`config.mk`:
```
export PLATFORM = sky130hd
export DESIGN_NAME = tick_toggle_divider
export DESIGN_NICKNAME = d
export VERILOG_FILES = /design/src/rtl/tick_toggle_divider.sv
export SDC_FILE = /design/constraint.sdc
export NUM_CORES = 1
export LEC_CHECK = 0
export CELL_PAD_IN_SITES_DETAIL_PLACEMENT = 1
export CELL_PAD_IN_SITES_GLOBAL_PLACEMENT = 1
export CORE_MARGIN = 4
export CORE_UTILIZATION = 41
export CTS_CLUSTER_DIAMETER = 80
export DETAILED_ROUTE_END_ITERATION = 10
export DONT_BUFFER_PORTS = 1
export PLACE_DENSITY = 0.73
export SYNTH_ARGS = -nofsm -noshare
export SYNTH_HDL_FRONTEND = slang
export SYNTH_SLANG_ARGS = --single-unit
```
`constraint.sdc`:
```
create_clock -name clk -period 4.3 [get_ports clk]
set_input_delay 0.43 -clock clk [delete_from_list [all_inputs] [get_ports clk]]
set_output_delay 0.43 -clock clk [all_outputs]
set_load 0.02 [all_outputs]
```
`src/rtl/tick_toggle_divider.sv`:
```
`default_nettype none
// ============================================================================
// Module   : tick_toggle_divider
// Brief    : Synchronizes a raw tick level, detects its rising edges and
//            toggles q once every div (0 -> 1) accepted ticks, pulsing tc.
// Revision : 1.0 - initial release
// ============================================================================
module tick_toggle_divider #(
    parameter int WIDTH       = 8,
    parameter int SYNC_STAGES = 2
) (
    input  logic             clk,
    input  logic             reset,
    input  logic             tick_in,
    input  logic             t,
    input  logic [WIDTH-1:0] div,
    input  logic             clear,
    output logic             q,
    output logic             tc,
    output logic [WIDTH-1:0] count
);

    localparam logic [WIDTH-1:0] C_ONE = WIDTH'(1);

    logic [SYNC_STAGES-1:0] r_sync_chain;
    logic                   r_prev;
    logic                   r_q;
    logic                   r_tc;
    logic [WIDTH-1:0]       r_count;

    logic                   w_sync;
    logic                   w_rise;
    logic [WIDTH-1:0]       w_div_eff;
    logic                   w_wrap;

    assign w_sync    = r_sync_chain[SYNC_STAGES-1];
    assign w_rise    = w_sync & ~r_prev;
    assign w_div_eff = (div == '0) ? C_ONE : div;
    // >= rather than == so a div lowered below count still wraps on the next tick
    assign w_wrap    = (r_count >= (w_div_eff - C_ONE));

    generate
        if (SYNC_STAGES > 1) begin : g_sync_multi
            always_ff @(posedge clk or negedge reset) begin
                if (!reset) begin
                    r_sync_chain <= '0;
                    r_prev       <= 1'b0;
                end else begin
                    r_sync_chain <= {r_sync_chain[SYNC_STAGES-2:0], tick_in};
                    r_prev       <= w_sync;
                end
            end
        end else begin : g_sync_single
            always_ff @(posedge clk or negedge reset) begin
                if (!reset) begin
                    r_sync_chain <= '0;
                    r_prev       <= 1'b0;
                end else begin
                    r_sync_chain <= tick_in;
                    r_prev       <= w_sync;
                end
            end
        end
    endgenerate

    always_ff @(posedge clk or negedge reset) begin
        if (!reset) begin
            r_count <= '0;
            r_q     <= 1'b0;
            r_tc    <= 1'b0;
        end else if (clear) begin
            r_count <= '0;
            r_q     <= 1'b0;
            r_tc    <= 1'b0;
        end else if (w_rise && t && w_wrap) begin
            r_count <= '0;
            r_q     <= ~r_q;
            r_tc    <= 1'b1;
        end else if (w_rise && t) begin
            r_count <= r_count + C_ONE;
            r_tc    <= 1'b0;
        end else begin
            r_tc    <= 1'b0;
        end
    end

    assign q     = r_q;
    assign tc    = r_tc;
    assign count = r_count;

endmodule
`default_nettype wire
```
==> tab_implementation.tex <==
\begin{tabular}{lr}
\hline
Metric & Value \\
\hline
\multicolumn{2}{l}{\textbf{Global route}} \\
Via count of the first global-routing pass & 829 \\
Total track usage & 0.156 \\
Wire length of the first global-routing pass & between 3000 and 4000 um \\
Grt total ovfl & 0 \\
Number of antenna violations at the first check in global routing & 0 \\
Pin count of the biggest net entering global routing & 16 \\
\multicolumn{2}{l}{\textbf{Timing}} \\
Setup repair after global routing missed its margin & false \\
Final hold violations & 0 \\
Pins over their slew limit & 0 \\
Slew at the pin with the worst max-slew slack & roughly 600 ps \\
Fraction of the cycle the final worst path needs & 0.659 \\
Setup violation total in the final timing report & 0 \\
Worst Clk Skew & 6.24 ps \\
Post-layout min period & 2830 ps \\
Aggregate negative setup slack & 0 ps \\
Max-Slew Margin vs Limit & 0.600 \\
Fmax & 353 MHz \\
\multicolumn{2}{l}{\textbf{Worst setup path}} \\
Cell Chain, Critical Path & nor4\_1 -> nand2\_1 -> nor2\_1 -> nor2\_1 -> ha\_1 -> nand2\_1 -> xor2\_1 -> ha\_1 -> nand2\_1 -> o21ai\_1 -> or4b\_2 -> a2bb2oi\_1 -> o21ai\_1 \\
Largest driver fanout on the critical path & 7 \\
Start-to-end type of the worst setup path & input port to flip-flop \\
Longest individual stage delay on the worst path & 650 ps \\
Worst Reg2Reg Path Length in Cells & 7 \\
FF-to-FF setup slack & 1830 ps \\
Crit path launch type & input port \\
Worst path required time & 4510 ps \\
Endpoint arrival time on the critical path & 3040 ps \\
Standard cell with the maximum stage delay on the critical path & or4b\_2 \\
CP dominant cell by count & nand2\_1 \\
Worst reg2reg startpoint & count[0]\$\_DFFE\_PN0P\_ \\
Worst flop-to-flop path endpoint & count[7]\$\_DFFE\_PN0P\_ \\
Kind of end point of the critical path & flip-flop \\
\multicolumn{2}{l}{\textbf{Synthesis}} \\
Ranking of synthesized cells by instance count & dfrtp\_1, nand2\_1, ha\_1, nor2\_1 \\
Largest cells by area after synthesis & dfrtp\_1, ha\_1, a2111oi\_4 \\
Number of synthesized register bits & 13 \\
Sequential fraction of the synthesis area & 0.340 \\
Post-synthesis cell type with the largest combined area & dfrtp\_1 \\
Post-synthesis instance area & 957 sq um \\
EDFF count, synth & 0 \\
Ys Warns & 0 \\
Post-synth top area share & 0.340 \\
Mean cell area of the mapped netlist & 9.87 sq um \\
Count of mapped cells out of synthesis & 97 \\
Share of flip-flops with an asynchronous set or reset & 1.00 \\
Most frequently used flop master after synthesis & dfrtp\_1 \\
Most frequent cell after synthesis & dfrtp\_1 \\
Post-synthesis net count & between 100 and 150 \\
Cell variety after synth & 35 \\
\multicolumn{2}{l}{\textbf{Status}} \\
Result of the run & finished clean \\
\multicolumn{2}{l}{\textbf{Pwr}} \\
Worst ir drop on vdd & 0.145 mV \\
Power density over cell area & 234 mW/mm\^{}2 \\
Overall power & 0.240 mW \\
Leakage dissipation & approximately 0.43 nW \\
\multicolumn{2}{l}{\textbf{CTS}} \\
Clock latency of the later-clocked register in the worst-skew pair & 280 ps \\
Deepest clock path buffer count & 2 \\
\# resized after CTS & 0 \\
Number of buffers added by the clock tree synthesis step & 3 \\
CTS tree & done \\
Total of hold buffers inserted after clock tree synthesis & 1 \\
Clock root buffer master & clkbuf\_4 \\
H-tree depth & 1 \\
Clock Sinks & 13 \\
Number of buffers added for setup after CTS & 0 \\
Reg clk slew, reported paths & 90 ps \\
\multicolumn{2}{l}{\textbf{Min path}} \\
WHS Path Cells & 0 \\
Worst min-delay path class & input port to flip-flop \\
Hold-critical path endpoint & r\_sync\_chain[0]\$\_DFF\_PN0\_ \\
Source of the worst hold timing path & tick\_in \\
\multicolumn{2}{l}{\textbf{Final layout}} \\
Fraction of layout cells with a size suffix above 1 & 0.109 \\
Area added between synthesis and finish & 7.06\% \\
Final antenna diode count & 0 \\
Final core utilization & 0.463 \\
Number of nets in the final layout & between 100 and 150 \\
\multicolumn{2}{l}{\textbf{Detailed routing}} \\
First-iteration detailed-routing DRC count & 10 \\
Number of design rule violations left after detail routing & 0 \\
Sum of routed wire length over all layers & 2200 um \\
Post-DR vias/cell & 5.84 \\
Routed via count & 754 \\
Number of nets still failing antenna checks after routing & 0 \\
First-pass DRT Iterations & 4 \\
Wire per inst & 17.0 um \\
\multicolumn{2}{l}{\textbf{Floorplanning}} \\
I/O pin count & 23 \\
DIE WIDTH & approximately 56 um \\
Die span in y & 56.3 um \\
Core area & 0.00221 sq mm \\
Effective utilization at floorplan & 0.433 \\
Floorplan die area & 0.00317 sq mm \\
Cell row count & 17 \\
\multicolumn{2}{l}{\textbf{Place}} \\
Input/output buffers & 0 \\
GP Congestion & about 0.74 \\
Detail Placement HPWL & 1740 um \\
\multicolumn{2}{l}{\textbf{Flow run}} \\
Max capacitance violation total & 0 \\
\hline
\end{tabular}
[cells by family (layout without fill, tap and decap cells)]
logic type,Yosys count,in the layout,share of synthesized area
simple gates,44,44,0.259
fa+ha+maj,10,10,0.131
flops,13,13,0.340
compound gates,17,17,0.174
mux,2,2,0.0222
buf+inv,5,9,0.0196
xor+xnor,6,6,0.0549
[worst max-delay path: cells and delay by family]
| kind | cells | cell delay [ps] |
|---|---|---|
| xor+xnor | 1 | 150 |
| fa+ha+maj | 2 | 480 |
| compound gates | 3 | 440 |
| simple gates | 7 | 1550 |
[layout by cell type (no fill, tap or decap), drive strengths merged, types with 4 or more instances in the layout]
| master | synthesis | routed |
|---|---|---|
| xor2 | 4 | 4 |
| inv | 4 | 4 |
| or4 | 4 | 4 |
| o21ai | 5 | 5 |
| nor2 | 9 | 9 |
| clkbuf | 1 | 4 |
| dfrtp | 13 | 13 |
| ha | 10 | 10 |
| nand2 | 11 | 11 |
[worst max-delay path by stage]
stage / from / endpoint / slack, ps / cells after the start
finish: div[2] / count[2]$_DFFE_PN0P_ / 1470 / 13
global route: div[2] / count[2]$_DFFE_PN0P_ / 1180 / 13
CTS: div[2] / count[2]$_DFFE_PN0P_ / 1470 / 13
detailed placement: div[2] / count[2]$_DFFE_PN0P_ / 1170 / 13
global placement: div[2] / count[2]$_DFFE_PN0P_ / 1210 / 13
floorplan: div[2] / count[2]$_DFFE_PN0P_ / 1450 / 13
[area by class of cell]
| type | count | area (sq um) |
|---|---|---|
| Inverter | 4 | 15.0 |
| Sequential cell | 13 | 325 |
| Tap cell | 28 | 35.0 |
| Multi-Input combinational cell | 79 | 613 |
| Timing Repair Buffer | 1 | 10.0 |
| Fill cell | 262 | 1190 |
| Clock buffer | 4 | 26.3 |
[power by group]
group / total (mW) / internal [mW] / switching, mW
combinational: 0.0333 / 0.0157 / 0.0176
clock: 0.0785 / 0.0360 / 0.0426
sequential: 0.128 / 0.124 / 0.00373
total: 0.240 / 0.176 / 0.0639
[metrics by stage]
stage / hold WS (ps) / setup WS (ps) / cells / area, sq um
3_5_place_dp: 135 / 1170 / 124 / 988
5_1_grt: 147 / 1180 / 129 / 1020
6_report: 178 / 1470 / 129 / 1020
3_3_place_gp: 135 / 1210 / 124 / 988
2_1_floorplan: 134 / 1450 / 97 / 957
4_1_cts: 169 / 1470 / 129 / 1020
[sequential cells by signal, summed over array words and instances (netlist names)]
signal	cells
q	1
r_sync_chain	2
r_prev	1
tc	1
count	8
[layer usage]
layer,part of all wire,track usage,up-vias
met5,0,0,-
met4,0,0.0203,0
met3,0.060,0.0621,0
met2,0.49,0.254,19
met1,0.45,0.201,365
li1,-,-,370
No activity file was read; power rests on OpenSTA's default activity.
